[config.mk]
export PLATFORM = sky130hd
export DESIGN_NAME = stream_burst_arbiter
export DESIGN_NICKNAME = d
export VERILOG_FILES = /design/src/rtl/stream_burst_arbiter.sv
export SDC_FILE = /design/constraint.sdc
export NUM_CORES = 1
export LEC_CHECK = 0
export ABC_AREA = 0
export ABC_CLOCK_PERIOD_IN_PS = 2500
export CORE_AREA = 5 5 67 69
export CTS_BUF_LIST = sky130_fd_sc_hd__clkbuf_4 sky130_fd_sc_hd__clkbuf_8 sky130_fd_sc_hd__clkbuf_16
export DETAILED_ROUTE_END_ITERATION = 7
export DIE_AREA = 0 0 72 74
export DONT_BUFFER_PORTS = 1
export HOLD_SLACK_MARGIN = 0.06
export PLACE_DENSITY_LB_ADDON = 0.1
export SYNTH_ARGS = -nofsm -noshare
export SYNTH_HDL_FRONTEND = slang
export SYNTH_SLANG_ARGS = --single-unit
[constraint.sdc]
create_clock -name clk_i -period 2.5 [get_ports clk_i]
set_input_delay 0.25 -clock clk_i [delete_from_list [all_inputs] [get_ports clk_i]]
set_output_delay 0.25 -clock clk_i [all_outputs]
set_load 0.02 [all_outputs]
[src/rtl/stream_burst_arbiter.sv]
// stream_burst_arbiter: burst-aware round-robin arbiter for NUM_INP valid/ready streams.
// Once an input wins, it keeps the grant until its last beat is accepted. A stalled
// beat or an open burst therefore never changes the grant.
// Optional build macro STREAM_BURST_ARB_PRIO_EN: input 0 wins every idle arbitration
// in which it is valid. It never preempts a locked burst.
module stream_burst_arbiter #(
    parameter int unsigned NUM_INP    = 4,
    parameter int unsigned DATA_WIDTH = 32
) (
    input  logic                                 clk_i,
    input  logic                                 rst_ni,
    input  logic                                 flush_i,
    input  logic [NUM_INP-1:0]                   inp_valid_i,
    input  logic [NUM_INP-1:0]                   inp_last_i,
    input  logic [NUM_INP-1:0][DATA_WIDTH-1:0]   inp_data_i,
    output logic [NUM_INP-1:0]                   inp_ready_o,
    output logic                                 oup_valid_o,
    output logic                                 oup_last_o,
    output logic [DATA_WIDTH-1:0]                oup_data_o,
    output logic [$clog2(NUM_INP)-1:0]           oup_idx_o,
    input  logic                                 oup_ready_i
);

    localparam int IDX_W = $clog2(NUM_INP);
    localparam int CW    = IDX_W + 1;
    localparam logic [CW-1:0]    NUM_W  = CW'(NUM_INP);
    localparam logic [IDX_W-1:0] RR_RST = IDX_W'(NUM_INP - 1);

    typedef enum logic {
        IDLE,
        LOCKED
    } state_e;

    state_e           state_q, state_d;
    logic [IDX_W-1:0] rr_q, rr_d;
    logic [IDX_W-1:0] lock_idx_q, lock_idx_d;

    logic             rr_found;
    logic [IDX_W-1:0] rr_idx;
    logic             sel_valid;
    logic [IDX_W-1:0] sel_idx;
    logic             handshake;

    // Round-robin lookahead: first valid input above rr_q, wrapping to 0.
    always_comb begin
        logic [CW-1:0] cand;
        // NOTE: every combinational output gets a default first so no path leaves it unassigned (no latch).
        rr_found = 1'b0;
        rr_idx   = '0;
        cand     = '0;
        for (int unsigned off = 1; off <= NUM_INP; off++) begin
            cand = {1'b0, rr_q} + CW'(off);
            if (cand >= NUM_W) cand = cand - NUM_W;
            if (!rr_found && inp_valid_i[cand[IDX_W-1:0]]) begin
                rr_found = 1'b1;
                rr_idx   = cand[IDX_W-1:0];
            end
        end
    end

    // Selected source: the locked input, or the idle-state arbitration winner.
    always_comb begin
        sel_valid = 1'b0;
        sel_idx   = '0;
        if (state_q == LOCKED) begin
            sel_idx   = lock_idx_q;
            sel_valid = inp_valid_i[lock_idx_q];
        end else begin
`ifdef STREAM_BURST_ARB_PRIO_EN
            if (inp_valid_i[0]) begin
                sel_valid = 1'b1;
                sel_idx   = '0;
            end else begin
                sel_valid = rr_found;
                sel_idx   = rr_idx;
            end
`else
            sel_valid = rr_found;
            sel_idx   = rr_idx;
`endif
        end
    end

    // Output mux and one-hot ready back to the selected input only.
    always_comb begin
        oup_valid_o = sel_valid;
        oup_last_o  = sel_valid & inp_last_i[sel_idx];
        oup_data_o  = inp_data_i[sel_idx];
        oup_idx_o   = sel_idx;
        inp_ready_o = '0;
        if (sel_valid && oup_ready_i) inp_ready_o[sel_idx] = 1'b1;
    end

    assign handshake = oup_valid_o & oup_ready_i;

    // Next-state logic: lock on any selected beat that does not finish a burst. Flush overrides everything.
    always_comb begin
        state_d    = state_q;
        rr_d       = rr_q;
        lock_idx_d = lock_idx_q;
        unique case (state_q)
            IDLE: begin
                if (sel_valid) begin
                    rr_d = sel_idx;
                    if (!(handshake && oup_last_o)) begin
                        state_d    = LOCKED;
                        lock_idx_d = sel_idx;
                    end
                end
            end
            LOCKED: begin
                if (handshake && oup_last_o) state_d = IDLE;
            end
        endcase
        if (flush_i) begin
            state_d    = IDLE;
            rr_d       = RR_RST;
            lock_idx_d = '0;
        end
    end

    // State registers. Reset leaves rr_q at the top index so that input 0 wins first.
    always_ff @(posedge clk_i or negedge rst_ni) begin
        if (!rst_ni) begin
            state_q    <= IDLE;
            rr_q       <= RR_RST;
            lock_idx_q <= '0;
        end else begin
            // NOTE: non-blocking assignments so every register samples pre-edge values.
            state_q    <= state_d;
            rr_q       <= rr_d;
            lock_idx_q <= lock_idx_d;
        end
    end

`ifndef SYNTHESIS
    for (genvar k = 0; k < NUM_INP; k++) begin : g_src_stable
        a_src_stable: assert property (@(posedge clk_i) disable iff (!rst_ni)
            inp_valid_i[k] && !inp_ready_o[k] |=>
                inp_valid_i[k] && $stable(inp_last_i[k]) && $stable(inp_data_i[k]));
    end
    a_ready_onehot: assert property (@(posedge clk_i) disable iff (!rst_ni) $onehot0(inp_ready_o));
    a_valid_src:    assert property (@(posedge clk_i) disable iff (!rst_ni)
        oup_valid_o |-> inp_valid_i[oup_idx_o]);
`endif

endmodule
# Yosys cells after proc, flatten, opt, wreduce, memory -nomap -nowiden
# Cells that the tools add are included.
[totals]
inputBits = 140
elab_cells = 81
output_inout_bits = 40
ff_bits = 5
[classes]
reduce_logical = 12
n_eq_ne = 2
n_lt_le_gt_ge = 11
n_addsub = 8
bitwise = 3
muxes = 42
[op_table]
columns = ["cell", "n"]
rows = [
  ["$bmux 32 s2", 1],
  ["$mux 2", 16],
  ["$mux 32", 1],
  ["$lt 2x3->1 const B", 6],
  ["$mux 1", 15],
  ["$bmux 1 s2", 6],
  ["$ge 3x3->1 const B", 4],
  ["$sub 2x1->2 const B", 4],
  ["$add 2x2->3 const B", 2],
  ["$logic_and 1x1->1", 6],
  ["$mux 4", 1],
  ["$ne 2x2->1 const B", 2],
  ["$add 2x1->3 const B", 1],
  ["$add 2x3->3 const B", 1],
  ["$logic_not 1->1", 3],
  ["$reduce_and 3->1", 1],
  ["$and 1x1->1", 2],
  ["$demux 1 s2", 1],
  ["$ge 2x1->1 const B", 1],
  ["$pmux 1 s2", 1],
  ["$reduce_and 2->1", 1],
  ["$reduce_bool 2->1", 1],
  ["$not 1->1", 1],
]

# Longest topological paths before layout
[logic_depth]
depth_word = 24
mapped_depth = 10
ltp_nobuf = 7

# Worst setup path before layout
# Ideal clock, no wire load.
[synth_path]
kind = "reg2out"
start = "register rr_q[0]"
end = "output oup_data_o[10]"
arrival_ns = 2.342
stages_incl_launch_ff = 11
path_slack_ns = -0.092
required_ns = 2.250
path_cell_list = "dfstp_2 buf_6 nor4bb_1 nor4_2 nand2_1 mux2_4 buf_2 inv_2 buf_4 nand2_1 a31oi_1"
[synth_via]
elab_chain_cells = 18
elab_cells_between_ends = 40
[synth_rtl]
columns = ["item", "line", "source"]
rows = [
  ["from (decl)", "35", "logic [IDX_W-1:0] rr_q, rr_d;"],
  ["from (signal assigned)", "131", "rr_q <= rr_d;"],
  ["$add 2x1->3", "52", "cand = {1'b0, rr_q} + CW'(off);"],
  ["$ge 3x3->1 or $sub 2x1->2 (tied branches)", "53", "if (cand >= NUM_W) cand = cand - NUM_W;"],
  ["$mux 2", "53", ""],
  ["$bmux 1 s2", "54", "if (!rr_found && inp_valid_i[cand[IDX_W-1:0]]) begin"],
  ["$mux 1 (not written as such)", "54", ""],
  ["$mux 1", "54", ""],
  ["$logic_not 1->1", "54", ""],
  ["$logic_and 1x1->1", "54", ""],
  ["(+3 left out)", "n/a", ""],
  ["$mux 1", "54", ""],
  ["$logic_not 1->1", "54", ""],
  ["$logic_and 1x1->1", "54", ""],
  ["$mux 2 (*)", "54", ""],
  ["$mux 2 (*)", "65", "if (state_q == LOCKED) begin"],
  ["net oup_idx_o[0]", "20", "output logic [$clog2(NUM_INP)-1:0] oup_idx_o,"],
  ["$bmux 32 s2 (*)", "88", "oup_data_o = inp_data_i[sel_idx];"],
  ["$mux 32 (not written as such) (*)", "88", ""],
  ["to (decl)", "19", "output logic [DATA_WIDTH-1:0] oup_data_o,"],
]
# The timed path passes the listed nets; every way through them passes the cells marked *. The select of a mux whose other input is x is not followed.

# Worst setup path in the final report
[layout_path]
start = "register rr_q[0]"
end = "output oup_data_o[1]"
[layout_via]
elab_chain_cells = 18
elab_cells_between_ends = 40
[layout_rtl]
columns = ["item", "line"]
rows = [
  ["$add 2x1->3", "52"],
  ["$ge 3x3->1 or $sub 2x1->2 (tied branches)", "53"],
  ["$mux 2", "53"],
  ["$bmux 1 s2", "54"],
  ["$mux 1 (not written as such)", "54"],
  ["$mux 1", "54"],
  ["$logic_not 1->1", "54"],
  ["$logic_and 1x1->1", "54"],
  ["(+2 left out)", "n/a"],
  ["$logic_and 1x1->1", "54"],
  ["$mux 1", "54"],
  ["$logic_not 1->1", "54"],
  ["$logic_and 1x1->1", "54"],
  ["$mux 2 (*)", "54"],
  ["$mux 2 (*)", "65"],
  ["$bmux 32 s2 (*)", "88"],
  ["$mux 32 (not written as such) (*)", "88"],
]
# Every way passes the cells marked *; elsewhere a longest branch is shown, timed or not. The select of a mux whose other input is x is not followed.

==> run_results.csv <==
group,metric,value,unit
outcome,status,"complete, but fails checks",
drt,wl_per_cell,19.6,um
power_and_ir_drop,power.internal,1180,uW
power_and_ir_drop,p_leak,0.000986,uW
cells_and_area,final_core_util,63.5,%
worst_hold_path,worstHoldPathType,"input port to register",
clocking,ctsLongestPathBuffers,2,
drt,routed_wl,6370,um
worst_setup_path,worstSetupStartpointType,"register",
clocking,cts_tree,"built",
sta,rsz0062_at_grt,"true",
logic_synthesis,synth_top_area_share,23.7,%
power_and_ir_drop,vdd_drop_max,0.000615,V
floorplanning,start_util,39.4,%
logic_synthesis,synth-simple-area-share,34.4,%
logic_synthesis,avgSynthCellArea,6.41,sq um
floorplanning,dieArea,5330,sq um
logic_synthesis,synth_top_family_by_area,"simple AND/OR/NAND/NOR gates",
power_and_ir_drop,power_density,944,nW/um^2
worst_setup_path,timing.rr.start,"rr_q[0]",
worst_hold_path,min_from,"flush_i",
placed_design,dpl.hpwl,4780,um
logic_synthesis,ys_top_cells_by_area,"mux2_2 (24%), nand2_1 (17%), a31oi_1 (14%), nor2_1 (10%), dfrtp_1 (4.9%)",
global_routing,grt_pass1_wl,8790,um
power_and_ir_drop,p_comb_share,87.9,%
power_and_ir_drop,total_power,2310,uW
logic_synthesis,syn-cell-area,1520,sq um
sta,setup_slack,-222,ps
clocking,clock_sinks,5,
cells_and_area,antenna_cells,0,
worst_hold_path,hold_end,"state_q",
sta,fin_worst_skew,3.20,ps
logic_synthesis,netlist-cell-type-count,36,
floorplanning,die_h,74,um
logic_synthesis,synth_compound_area_share,19.9,%
sta,maxSlewViolCount,0,
global_routing,grt_max_degree,36,
cells_and_area,num-nets-final,415,
power_and_ir_drop,swShare,49.1,%
drt,first_pass_iters,4,
drt,vias_per_cell,6.04,
floorplanning,ios,180,
global_routing,grt_pass1_vias,1876,
logic_synthesis,post_synth_fa_ha_maj_area_fraction,0,%
sta,finalCritPeriodShare,109,%
floorplanning,core-area,3860,sq um
logic_synthesis,synth_seq_area_share,8.40,%
worst_setup_path,critPathArrivalTime,2470,ps
clocking,cts_made_buffers,3,
worst_setup_path,r2r-end,"lock_idx_q[1]",
cells_and_area,final_common_cell,"nand2_1",
drt,drt_iter0_markers,90,
sta,period_minus_slack,2720,ps
logic_synthesis,synth_xor_area_share,0,%
drt,ant_nets,0,
worst_setup_path,r2r_slack,-20,ps
worst_setup_path,rr_worst_depth,9,
logic_synthesis,yosysWarnings,0,
global_routing,grt-ovfl-total,0,
drt,drc_errors,0,
logic_synthesis,synthMuxAreaShare,30.0,%
clocking,worstSkewPairLatency,220,ps
logic_synthesis,synthesis.nets,377,
cells_and_area,area_delta_synth_final,61.2,%
cells_and_area,final_layout_size_suffix_gt1_share,61.3,%
cells_and_area,design_area,2450,sq um
sta,tightest_slew,351,ps
cells_and_area,nFillCells,330,
power_and_ir_drop,p_switching,1140,uW
cells_and_area,layout.cells.most_common_list,"nand2_1 (56), buf_4 (42), mux2_2 (30), nor2_2 (25), a31oi_2 (23)",
placed_design,gp_congestion,0.863,
worst_hold_path,hold_depth,1,
sta,fin_tns_setup,-6120,ps
power_and_ir_drop,p_seq_share,5.3,%
sta,fmax,367,MHz
global_routing,grt.total_usage,20.1,%
logic_synthesis,yosys.area.top_type,"mux2_2",
outcome,violations,"setup timing",
clocking,path_clk_slew,40,ps
logic_synthesis,ys_ff_latch,5,
drt,num_vias,1958,
cells_and_area,regArea,128,sq um
floorplanning,fp.dieW,72,um
sta,max-slew-margin-rel,76.3,%
run,drv_cap,0,
placed_design,portBuffers,0,
worst_setup_path,path_max_fanout,17,
placed_design,postPlaceCellArea,2090,sq um
worst_setup_path,cp-end-kind,"primary output",
sta,fin_hold_ws,127,ps
power_and_ir_drop,pwr-share-clk,6.8,%
sta,setup_viol,34,
worst_setup_path,critical_path_class,"register to primary output",
global_routing,grt_antenna_before_repair,0,
sta,report.final.hold_viol_count,0,
clocking,cts_root_buf,"clkbuf_8",
clocking,cts_htree_levels,1,
worst_setup_path,critPathRequiredTime,2250,ps
floorplanning,core.rowCount,23,
logic_synthesis,syn_inst,237,
cells_and_area,multi_input_area,1670,sq um
per-layer routing:
| metal | share of wire [%] | up-vias | routed length [um] | track usage, % |
|---|---|---|---|---|
| li1 | - | 915 | - | - |
| met1 | 34 | 923 | 2180 | 22.6 |
| met2 | 56 | 111 | 3550 | 39.6 |
| met3 | 9.0 | 9 | 575 | 3.92 |
| met4 | 1.0 | 0 | 65 | 3.55 |
| met5 | 0 | - | 0 | 0 |
worst max path at each step:
stage / from / end / slack, ps
global route: rr_q[0] / oup_data_o[2] / -300
floorplan: rr_q[0] / oup_data_o[10] / -20
detailed placement: rr_q[0] / oup_data_o[1] / -10
CTS: rr_q[1] / oup_data_o[1] / -160
global placement: rr_q[0] / oup_data_o[19] / 80
finish: rr_q[0] / oup_data_o[1] / -220
cell usage after synthesis:
cell / number
and2_1: 2
a311o_1: 2
nor4_2: 1
buf_2: 4
nor4b_1: 1
mux4_2: 1
dfstp_2: 2
a31oi_1: 34
or2_2: 1
nor3_1: 2
o22ai_1: 1
inv_1: 3
nand2_1: 67
nor2b_1: 2
dfrtp_1: 3
mux2i_2: 1
mux2_2: 32
a21o_1: 1
nor2_1: 41
o221ai_1: 1
inv_2: 1
buf_1: 3
mux2i_1: 3
buf_4: 3
o221ai_2: 1
o21ai_0: 3
clkbuf_1: 8
buf_6: 1
nor3b_1: 2
a22oi_1: 1
a21oi_1: 2
and3b_1: 2
nor4bb_1: 1
and3_1: 1
mux2_4: 2
nor4_1: 1
through the flow:
step	setup WS, ps	std cells
after floorplan	-17.1	237
after global placement	82.9	311
after detailed placement	-13.0	311
after CTS	-157	322
after global routing	-299	324
final	-222	324
power groups by stage:
stage	combinational [uW]	clock, uW	sequential, uW
finish	2030	156	123
global route	2160	171	125
CTS	1930	157	121
detailed placement	1740	0	122
global placement	1700	0	120
floorplan	1250	0	109
state kept, by name, summed over array words and instances, names as in the netlist:
register	flops
lock_idx_q	2
rr_q	2
state_q	1
repair_timing:
action | in CTS | in global routing
hold endpoints to repair | 5 | 0
gates resized for setup | 25 | 27
pin swaps | 0 | 5
setup endpoints to repair | 33 | 37
cloned | 2 | 1
setup buffers | 4 | 1
hold buffers | 1 | 0
logic make-up (layout without fill, tap and decap cells):
| family | after synthesis | count (layout) |
|---|---|---|
| AOI/OAI and AO/OA | 46 | 46 |
| and+or+nand+nor | 124 | 124 |
| DFF | 5 | 5 |
| buffers and inverters | 23 | 60 |
| muxes | 39 | 39 |
worst max-delay path, cell delays in order (launching register included):
cell,delay [ps]
dfstp_2,580
buf_4,140
nor3b_1,40
o21ai_1,220
nand2_1,110
mux2_4,380
buf_12,170
mux2_2,280
nor2_2,110
a31oi_2,40
buf_4,170
layout make-up:
class	instances	share of cell area, %
multi-input cells	209	68.1
repair buffers	52	21.5
flip-flops and latches	5	5.21
well taps	50	2.55
clock buffers	4	1.99
inverters	4	0.613
Note: power is estimated with default switching activity, not from simulation.
